===== src/rtl/prog_loader.sv =====
// Byte-stream program loader: frames LEN, LEN data words and a checksum, writing and read-back verifying each word.
// Each word needs 2 cycles after its last byte (write, then verify); byte_ready is low during those cycles and outside a load.
module prog_loader #(
  parameter logic [15:0] BASE_ADDR = 16'h0000,
  parameter int unsigned TIMEOUT   = 1000000
) (
  input  logic        clk,
  input  logic        rst,
  input  logic        start,
  input  logic        byte_valid,
  input  logic [7:0]  byte_data,
  output logic        byte_ready,
  output logic        mem_write,
  output logic [15:0] mem_addr,
  output logic [15:0] mem_wdata,
  input  logic [15:0] mem_rdata,
  output logic        core_hold,
  output logic        done,
  output logic [1:0]  err
);

  typedef enum logic [3:0] {
    S_IDLE, S_LEN_HI, S_LEN_LO, S_DAT_HI, S_DAT_LO, S_WRITE,
    S_VERIFY, S_SUM_HI, S_SUM_LO, S_DONE, S_ERROR
  } state_t;

  state_t      state, state_nx;
  logic [15:0] addr_nx, wdata_nx, count, count_nx, sum, sum_nx;
  logic [7:0]  hi_byte, hi_nx;
  logic [31:0] timer, timer_nx;
  logic        done_nx;
  logic [1:0]  err_nx;
  logic        accept;

  always_ff @(posedge clk) begin
    if (rst) begin
      state     <= S_IDLE;
      mem_addr  <= BASE_ADDR;
      mem_wdata <= '0;
      hi_byte   <= '0;
      count     <= '0;
      sum       <= '0;
      timer     <= '0;
      done      <= 1'b0;
      err       <= 2'b00;
    end else begin
      state     <= state_nx;
      mem_addr  <= addr_nx;
      mem_wdata <= wdata_nx;
      hi_byte   <= hi_nx;
      count     <= count_nx;
      sum       <= sum_nx;
      timer     <= timer_nx;
      done      <= done_nx;
      err       <= err_nx;
    end
  end

  always_comb begin
    state_nx   = state;
    addr_nx    = mem_addr;
    wdata_nx   = mem_wdata;
    hi_nx      = hi_byte;
    count_nx   = count;
    sum_nx     = sum;
    timer_nx   = timer;
    done_nx    = done;
    err_nx     = err;
    byte_ready = (state == S_LEN_HI) || (state == S_LEN_LO) || (state == S_DAT_HI) ||
                 (state == S_DAT_LO) || (state == S_SUM_HI) || (state == S_SUM_LO);
    mem_write  = (state == S_WRITE);
    core_hold  = !((state == S_IDLE) || (state == S_DONE) || (state == S_ERROR));
    accept     = byte_valid && byte_ready;

    // Idle-gap watchdog; the case below only moves state on an accepted byte, so no conflict.
    if (byte_ready) begin
      if (accept) begin
        timer_nx = '0;
      end else if ((TIMEOUT != 0) && (timer >= TIMEOUT - 32'd1)) begin
        state_nx = S_ERROR;
        err_nx   = 2'b11;
      end else begin
        timer_nx = timer + 32'd1;
      end
    end

    case (state)
      S_IDLE, S_DONE, S_ERROR: begin
        if (start) begin
          done_nx  = 1'b0;
          err_nx   = 2'b00;
          sum_nx   = '0;
          timer_nx = '0;
          addr_nx  = BASE_ADDR;
          state_nx = S_LEN_HI;
        end
      end
      S_LEN_HI: if (accept) begin
        hi_nx    = byte_data;
        state_nx = S_LEN_LO;
      end
      S_LEN_LO: if (accept) begin
        count_nx = {hi_byte, byte_data};
        state_nx = ({hi_byte, byte_data} == 16'h0000) ? S_SUM_HI : S_DAT_HI;
      end
      S_DAT_HI: if (accept) begin
        hi_nx    = byte_data;
        state_nx = S_DAT_LO;
      end
      S_DAT_LO: if (accept) begin
        wdata_nx = {hi_byte, byte_data};
        state_nx = S_WRITE;
      end
      S_WRITE: state_nx = S_VERIFY;
      S_VERIFY: begin
        if (mem_rdata != mem_wdata) begin
          err_nx   = 2'b01;
          state_nx = S_ERROR;
        end else begin
          sum_nx   = sum + mem_wdata;
          count_nx = count - 16'd1;
          addr_nx  = mem_addr + 16'd1;
          state_nx = (count == 16'd1) ? S_SUM_HI : S_DAT_HI;
        end
      end
      S_SUM_HI: if (accept) begin
        hi_nx    = byte_data;
        state_nx = S_SUM_LO;
      end
      S_SUM_LO: if (accept) begin
        if ({hi_byte, byte_data} == sum) begin
          done_nx  = 1'b1;
          state_nx = S_DONE;
        end else begin
          err_nx   = 2'b10;
          state_nx = S_ERROR;
        end
      end
      default: state_nx = S_IDLE;
    endcase
  end

endmodule


===== config.mk =====
export PLATFORM = sky130hd
export DESIGN_NAME = prog_loader
export DESIGN_NICKNAME = d
export VERILOG_FILES = /design/src/rtl/prog_loader.sv
export SDC_FILE = /design/constraint.sdc
export NUM_CORES = 1
export LEC_CHECK = 0
export ABC_AREA = 1
export CAP_MARGIN = 25
export CORE_UTILIZATION = 50
export CTS_CLUSTER_SIZE = 20
export DETAILED_ROUTE_END_ITERATION = 8
export GPL_ROUTABILITY_DRIVEN = 0
export HOLD_SLACK_MARGIN = 0.02
export PLACE_DENSITY_LB_ADDON = 0.15
export SLEW_MARGIN = 20
export SYNTH_ARGS = -nofsm -noshare
export SYNTH_HDL_FRONTEND = slang
export SYNTH_SLANG_ARGS = --single-unit

===== constraint.sdc =====
create_clock -name clk -period 2 [get_ports clk]
set_input_delay 0.6 -clock clk [delete_from_list [all_inputs] [get_ports clk]]
set_output_delay 0.6 -clock clk [all_outputs]
set_load 0.1 [all_outputs]

Word level (Yosys, flattened, before mapping)
Index checks and enable logic that the tools add are counted.

storage, ports and cells
  output and inout port bits = 38
  flip-flop bits (word level) = 111

operators by class
  reduce and logical (&&, ||, !) cells = 21
  mux-type cells = 40
  order comparisons = 1
  add/sub/neg operators = 4
  eq/ne operators = 18

operator list
  cell                                                                                   count
  32-bit two-way mux                                                                     5
  16-bit case mux with 2 select lines                                                    3
  16-bit two-way mux                                                                     5
  4-bit two-way mux                                                                      11
  4-bit case mux with 9 select lines                                                     1
  32-bit by 1-bit adder with 32-bit output, second input constant                        1
  32-bit by 20-bit greater-or-equal comparator with 1-bit output, second input constant  1
  16-bit by 1-bit adder with 16-bit output, second input constant                        1
  16-bit adder                                                                           1
  16-bit by 1-bit equality test with 1-bit output, second input constant                 1
  16-bit equality test                                                                   1
  4-bit by 3-bit equality test with 1-bit output, second input constant                  4
  16-bit zero test                                                                       1
  2-bit two-way mux                                                                      8
  16-bit inequality test                                                                 1
  16-bit by 1-bit subtractor with 16-bit output, second input constant                   1
  4-bit equality test, second input constant                                             3
  4-bit by 2-bit equality test with 1-bit output, second input constant                  2
  2-bit inequality test, second input constant                                           4
  1-bit logical OR                                                                       7
  3-bit two-way mux                                                                      2
  2-bit case mux with 3 select lines                                                     1
  3-bit AND reduction                                                                    2
  2-bit nonzero test                                                                     3
  other kinds (10)                                                                       14

Logic depth before layout (Yosys ltp)
Gate-level depths: netlist (run 1).

  depth after elaboration = 12
  gate-level depth with buffers = 15
  depth with buffers taken out = 15

Worst setup path after synthesis (run 1)
OpenSTA, ideal clock, no wires.

  path type = reg-to-output
  start point = reg state[0]
  end point = out mem_write
  data required time = 1.400 ns
  arrival time = 1.884 ns
  buffers on the path = 0
  path slack = -0.484 ns
  stages on the path, launching flop included = 5
  cell sequence = dfxtp_1 inv_1 nor2_1 inv_1 nor2_1

between the ends
  longest elaborated chain between the ends = 1

RTL lines
  element                                         line  RTL
  start, declared                                 27    state_t state, state_nx;
  start signal, assigned                          47    state <= state_nx;
  4-bit by 3-bit equality test with 1-bit output  71    mem_write = (state == S_WRITE);
  end, declared                                   13    output logic mem_write,

No other way between the ends.

Final worst setup path (run 1)
  start point = reg state[1]
  end point = out core_hold

between the ends
  longest elaborated chain between the ends = 4
  elaborated cells on any way between the ends = 6
  those cells by class = 2 x eq/ne; 4 x reduce/logical

RTL lines
  element                                                        line  RTL
  4-bit equality test / 4-bit zero test (equally long branches)  72    core_hold = !((state == S_IDLE) || (state == S_DONE) || (state == S_ERROR));
  1-bit logical OR                                               72
  1-bit logical OR *                                             72
  1-bit zero test *                                              72
  end, declared                                                  17    output logic core_hold,

Every way passes the cells marked *; elsewhere a longest branch is shown, timed or not.

==> flow_summary.yaml, run 1 <==
final_layout:
  nNetsFinal: 1176
  postLayoutCellArea_um2: 9040
  antennaDiodeCount: 0
  layout_common_cells: "nand2_1, inv_1, nor2_1, a21oi_1, dfxtp_1"
  final_common_cell: "nand2_1"
  fill_cells: 1053
  fin_cells: 1305
  drive_gt1_share_pct: 21.5
  synthToLayoutAreaGrowth_pct: 37.8
yosys:
  synthCells: 985
  ys_seq_elements: 111
  synth_seq_area_share_pct: 33.9
  mappedNetlistArea_um2: 6560
  synthTopCellsByArea: "dfxtp_1, nand2_1, inv_1"
  avgSynthCellArea_um2: 6.66
  synth_top_area_cell: "dfxtp_1"
  synth.distinct_cells: 42
  synth_top_area_share_pct: 33.9
  synthesis.nets: 1033
  ys.warnings.count: 0
pwr:
  vdd_drop_max_uv: 461
  p_leak_uw: 0.00397
  p_total_uw: 5130
  power-per-cell-area_nw_per_um2: 568
sta:
  finalCriticalPeriod_ps: 2150
  max_freq_ghz: 0.465
  post-route-period-util_pct: 107
  worst_slack_ps: -150
  setup_viol: 3
  rsz0062_at_grt: "true"
  slew_violations: 0
  worst_pin_slew_ps: 394
  hold_violations: 0
  skew_ps: 10.6
  slew_headroom_pct: 73.5
placed_design:
  dp_slack_ps: -441
  io_buffer_count: 65
  post-place-cells: 1269
  place.detailed.hpwl_um: 13900
  dpl_cell_area_um2: 8330
global_route:
  grt_util_met1_pct: 37.6
  grt_max_degree: 33
  grt_overflow: 0
  grt_busiest_layer: "met2"
  antenna_found_initial: 0
  grt.total_usage_pct: 28.6
  grt_pass1_wl_um: 30200
  use_met2_pct: 46.9
  grt.met3_usage_pct: 5.14
  grt_pass1_vias: 6393
routing:
  drtAntennaViolNets: 0
  num_vias: 6930
  via_per_inst: 5.31
  routedWlPerCell_um: 14.7
  drtIter0Drc: 517
  post-route-drc-count: 0
  dr.pass1.iters: 8
  routed_wl_um: 19200
cts:
  cts_buffer_depth: 2
  clock-sinks: 111
  htree_levels: 3
  cts_made_buffers: 9
  clk_pin_slew_ps: 70
  ctsHoldBuffers: 0
  cts_root_buf: "clkbuf_16"
  insertion_delay_ps: 370
  cts_tree: "yes"
floorplan:
  die_w_um: 117
  start_util_pct: 51.6
  die_area_um2: 13600
  core_area_um2: 12700
  fp.dieH_um: 117
  rows: 41
  boundaryPins: 66
setup_path:
  start_kind: "flop"
  r2r_cells: 11
  cp-end-kind: "primary output"
  regToRegSetupSlack_ps: -20
  crit_arrival_ps: 1550
  crit_type: "flop to primary output"
  r2r-start: "state[2]"
  timing.rr.end: "hi_byte[3]"
  critPathMaxFanout: 4
  critPathRequiredTime_ps: 1400
outcome:
  status: "finished, violations left"
  violations: "negative setup slack"
min_path:
  holdCritStartpoint: "timer[23]"
  min_to: "timer[23]"
  whs_path_depth: 2
  holdCritPathClass: "flop to flop"
job:
  maxCapViolCount: 0
## state kept, by name, indices dropped and copies added (netlist names)
signal     flops
hi_byte        8
count         16
err            2
state          4
done           1
mem_addr      16
mem_wdata     16
timer         32
sum           16
## critical path: stages, from the launching register on
cell and delay [ps]:
dfxtp_2 350, nor2_4 180, buf_6 120, buf_6 90, nand2_1 90, nand2_2 130, inv_2 60, buf_12 160
## per-layer routing
| metal | vias up | share of wire [%] |
|---|---|---|
| met1 | 3142 | 45 |
| met2 | 237 | 46 |
| met5 | - | 0 |
| met3 | 48 | 6.0 |
| li1 | 3503 | - |
| met4 | 0 | 2.8 |
## final cells by class
cell class                 instances  area [um^2]  area share [%]
clock buffer                      10          250            2.77
inverter                         134          520            5.75
sequential                       111         2260            25.0
tap                              172          215            2.38
multi-input combinational        716         3890            43.0
clock inverter                     6         65.1           0.719
timing repair inverter             1         7.51          0.0830
timing repair buffer             155         1830            20.3
## stage by stage
stage	TNS (ps)	hold WS, ps	util (%)
final	-299	439	71.1
after global routing	-2000	463	71.1
after CTS	-267	441	69.2
after detailed placement	-19950	431	65.5
after global placement	-20190	424	65.5
after floorplan	-1.77	415	-
## report_power, final
| part | internal (uW) | total, uW | switching, uW |
|---|---|---|---|
| logic | 374 | 907 | 533 |
| clock network | 1050 | 1940 | 888 |
| registers | 2240 | 2280 | 45.2 |
| total | 3670 | 5130 | 1470 |
## repair_timing
item                                    in CTS  in global routing
pin swaps                                   15                 31
gates resized for setup                     22                 51
endpoints found under the setup margin      25                 76
hold endpoints to repair                     0                  0
gates cloned                                 0                  2
buffers inserted                            11                  7
## kinds of logic after synthesis
kind of cell	share of synthesized area (%)
buffers and inverters	9.51
AND/OR/NAND/NOR	30.8
adder cells (fa/ha/maj)	3.93
XOR/XNOR	6.14
AO/OA/AOI/OAI	15.7
flip-flops	33.9
## Yosys cell counts
master    count
nand2_1     202
inv_1       125
nor2_1      117
dfxtp_1     111
a21oi_1      86
o21ai_0      69
nand3_1      60
xor2_1       31
nand4_1      29
ha_1         19
clkbuf_1     16
xnor2_1      15
nor3_1       14
o21ai_1      14
nor2_2        8
a31oi_1       7
inv_2         7
or2_2         6
buf_2         5
nand2_2       5
o211ai_1      5
buf_6         3
a21o_1        2
nand2_4       2
nand3_2       2
nor2_4        2
nor2_8        2
nor3b_1       2
nor4_1        2
o21a_1        2
o21bai_1      2
o22ai_1       2
o31ai_1       2
a21boi_0      1
a22oi_1       1
and2_1        1
clkinv_1      1
fa_1          1
inv_4         1
nand3b_1      1
nor3_2        1
o21ai_4       1
## how the worst max path moves through the flow
stage | endpoint | startpoint | slack, ps | cells after the start
2_1_floorplan | state[1] | state[3] | -2 | 11
4_1_cts | byte_ready | state[0] | -110 | 7
3_3_place_gp | sum[4] | mem_rdata[0] | -430 | 12
5_1_grt | core_hold | state[0] | -190 | 7
6_report | core_hold | state[1] | -150 | 7
3_5_place_dp | sum[5] | mem_rdata[4] | -440 | 11
No activity file was read; power rests on OpenSTA's default activity.
==> inputs of run 2 (changes only) <==
--- a/config.mk
+++ b/config.mk
@@ -13,6 +13,7 @@
 export GPL_ROUTABILITY_DRIVEN = 0
 export HOLD_SLACK_MARGIN = 0.02
 export PLACE_DENSITY_LB_ADDON = 0.15
+export SKIP_LAST_GASP = 1
 export SLEW_MARGIN = 20
 export SYNTH_ARGS = -nofsm -noshare
 export SYNTH_HDL_FRONTEND = slang
==> run 2 against run 1 <==
  * Sequential share of layout area fell by 0.10 points
  * Cell area rose by 0.30%
  * Non-clock buffer count rose by 2
  * Worst hold slack barely moved
  * First-iteration DRC count fell by 15%
  * Wire length rose by 1.1%
  * Sequential cell count did not move
  * Sequential power barely moved
  * The flow still finishes with violations (negative setup slack)
  * Largest power group unchanged
  * Maximum frequency rose by 0.45%
  * Core utilization rose by 0.22 points
  * Count of clock-buffer cells in the layout did not move
==> flow_summary.yaml, run 2 (synthesized netlist as in run 1, its figures left out) <==
setup_path:
  r2r_cells: 14
  r2r-start: "state[1]"
  cp-end-kind: "primary output"
  regToRegSetupSlack_ps: -20
  crit_arrival_ps: 1540
  crit_type: "flop to primary output"
  critPathMaxFanout: 4
  critPathRequiredTime_ps: 1400
  timing.rr.end: "count[5]"
  start_kind: "flop"
sta:
  worst_slack_ps: -140
  finalCriticalPeriod_ps: 2140
  hold_violations: 0
  setup_viol: 3
  max_freq_ghz: 0.467
  rsz0062_at_grt: "true"
  slew_headroom_pct: 74.6
  post-route-period-util_pct: 107
  fin_tns_setup_ps: -273
  slew_violations: 0
  skew_ps: 10.5
  worst_pin_slew_ps: 378
cts:
  cts_made_buffers: 9
  clock-sinks: 111
  cts_buffer_depth: 2
  clk_pin_slew_ps: 70
  insertion_delay_ps: 370
  cts_root_buf: "clkbuf_16"
  cts_tree: "yes"
  htree_levels: 3
  ctsHoldBuffers: 0
routing:
  routedWlPerCell_um: 14.8
  routed_wl_um: 19400
  drtIter0Drc: 439
  num_vias: 6993
  dr.pass1.iters: 5
  post-route-drc-count: 0
  drtAntennaViolNets: 0
  via_per_inst: 5.35
pwr:
  power-per-cell-area_nw_per_um2: 568
  vdd_drop_max_uv: 467
  p_leak_uw: 0.00397
  p_total_uw: 5150
placed_design:
  dp_slack_ps: -441
  place.detailed.hpwl_um: 13900
  io_buffer_count: 65
  dpl_cell_area_um2: 8330
  post-place-cells: 1269
final_layout:
  multi_input_area_um2: 3900
  layout_common_cells: "nand2_1, inv_1, nor2_1, dfxtp_1, a21oi_1"
  final_common_cell: "nand2_1"
  fin_cells: 1307
  postLayoutCellArea_um2: 9070
  largest_reg_flops: 32
  synthToLayoutAreaGrowth_pct: 38.2
  final-seq-area_um2: 2260
  antennaDiodeCount: 0
  nNetsFinal: 1178
  drive_gt1_share_pct: 21.9
  fill_cells: 1044
  regMostFlops: "timer"
global_route:
  grt.total_usage_pct: 28.5
  grt_max_degree: 33
  antenna_found_initial: 0
  grt_overflow: 0
  grt_pass1_vias: 6384
  grt_pass1_wl_um: 30100
min_path:
  holdCritStartpoint: "timer[27]"
  whs_path_depth: 2
  holdCritPathClass: "flop to flop"
  min_to: "timer[27]"
floorplan:
  die_w_um: 117
  rows: 41
  start_util_pct: 51.6
  boundaryPins: 66
  die_area_um2: 13600
  fp.dieH_um: 117
  core_area_um2: 12700
outcome:
  violations: "negative setup slack"
  status: "finished, violations left"
job:
  maxCapViolCount: 0
==> run 2: changes by cell type in the layout (fill, tap and decap cells not counted), sizes merged <==
cell,delta
buf,+2
==> run 2: cell type report <==
type | instances | area share, %
clock inverters | 6 | 0.717
well taps | 172 | 2.37
clock buffers | 10 | 2.76
inverters | 134 | 5.74
repair inverters | 1 | 0.0827
multi-input cells | 716 | 43.0
repair buffers | 157 | 20.4
flip-flops and latches | 111 | 24.9
==> run 2: what timing repair did <==
| item | in CTS | in global routing |
|---|---|---|
| gates resized for setup | 21 | 56 |
| gates cloned | 0 | 2 |
| setup buffers | 11 | 9 |
| pin swaps | 14 | 35 |
| endpoints found under the setup margin | 25 | 77 |
==> run 2: worst max-delay path by stage <==
stage | start | end | slack (ps) | cells past startpoint
CTS | state[0] | byte_ready | -120 | 7
detailed placement | mem_rdata[4] | sum[5] | -440 | 11
floorplan | state[3] | state[1] | -2 | 11
global placement | mem_rdata[0] | sum[4] | -430 | 12
global route | state[0] | core_hold | -180 | 7
finish | state[1] | core_hold | -140 | 7
==> run 2: stage by stage <==
stage	util (%)	hold slack (ps)
floorplan	-	415
global placement	65.5	424
detailed placement	65.5	431
CTS	69.1	441
global route	71.3	463
finish	71.3	439
==> run 2: layer usage <==
metal / global-route usage [%] / share of wire [%] / wire, um / up-vias
li1: - / - / - / 3508
met4: 10.3 / 2.8 / 534 / 0
met1: 37.4 / 45 / 8690 / 3197
met5: 0 / 0 / 0 / -
met2: 46.9 / 46 / 8990 / 243
met3: 5.14 / 6.0 / 1160 / 45
==> run 2: worst max-delay path, stage by stage (launching register included) <==
cell	delay, ps
dfxtp_2	350
nor2_4	180
buf_6	120
buf_6	90
nand2_1	80
nand2_2	130
inv_2	60
buf_12	160
==> run 2: report_power, final <==
part	switching, uW	internal [uW]	total (uW)	leakage (uW)
Clock	894	1050	1950	0.000154
Sequential	45.1	2240	2280	0.000909
Combinational	537	382	919	0.00291
Total	1480	3670	5150	0.00397
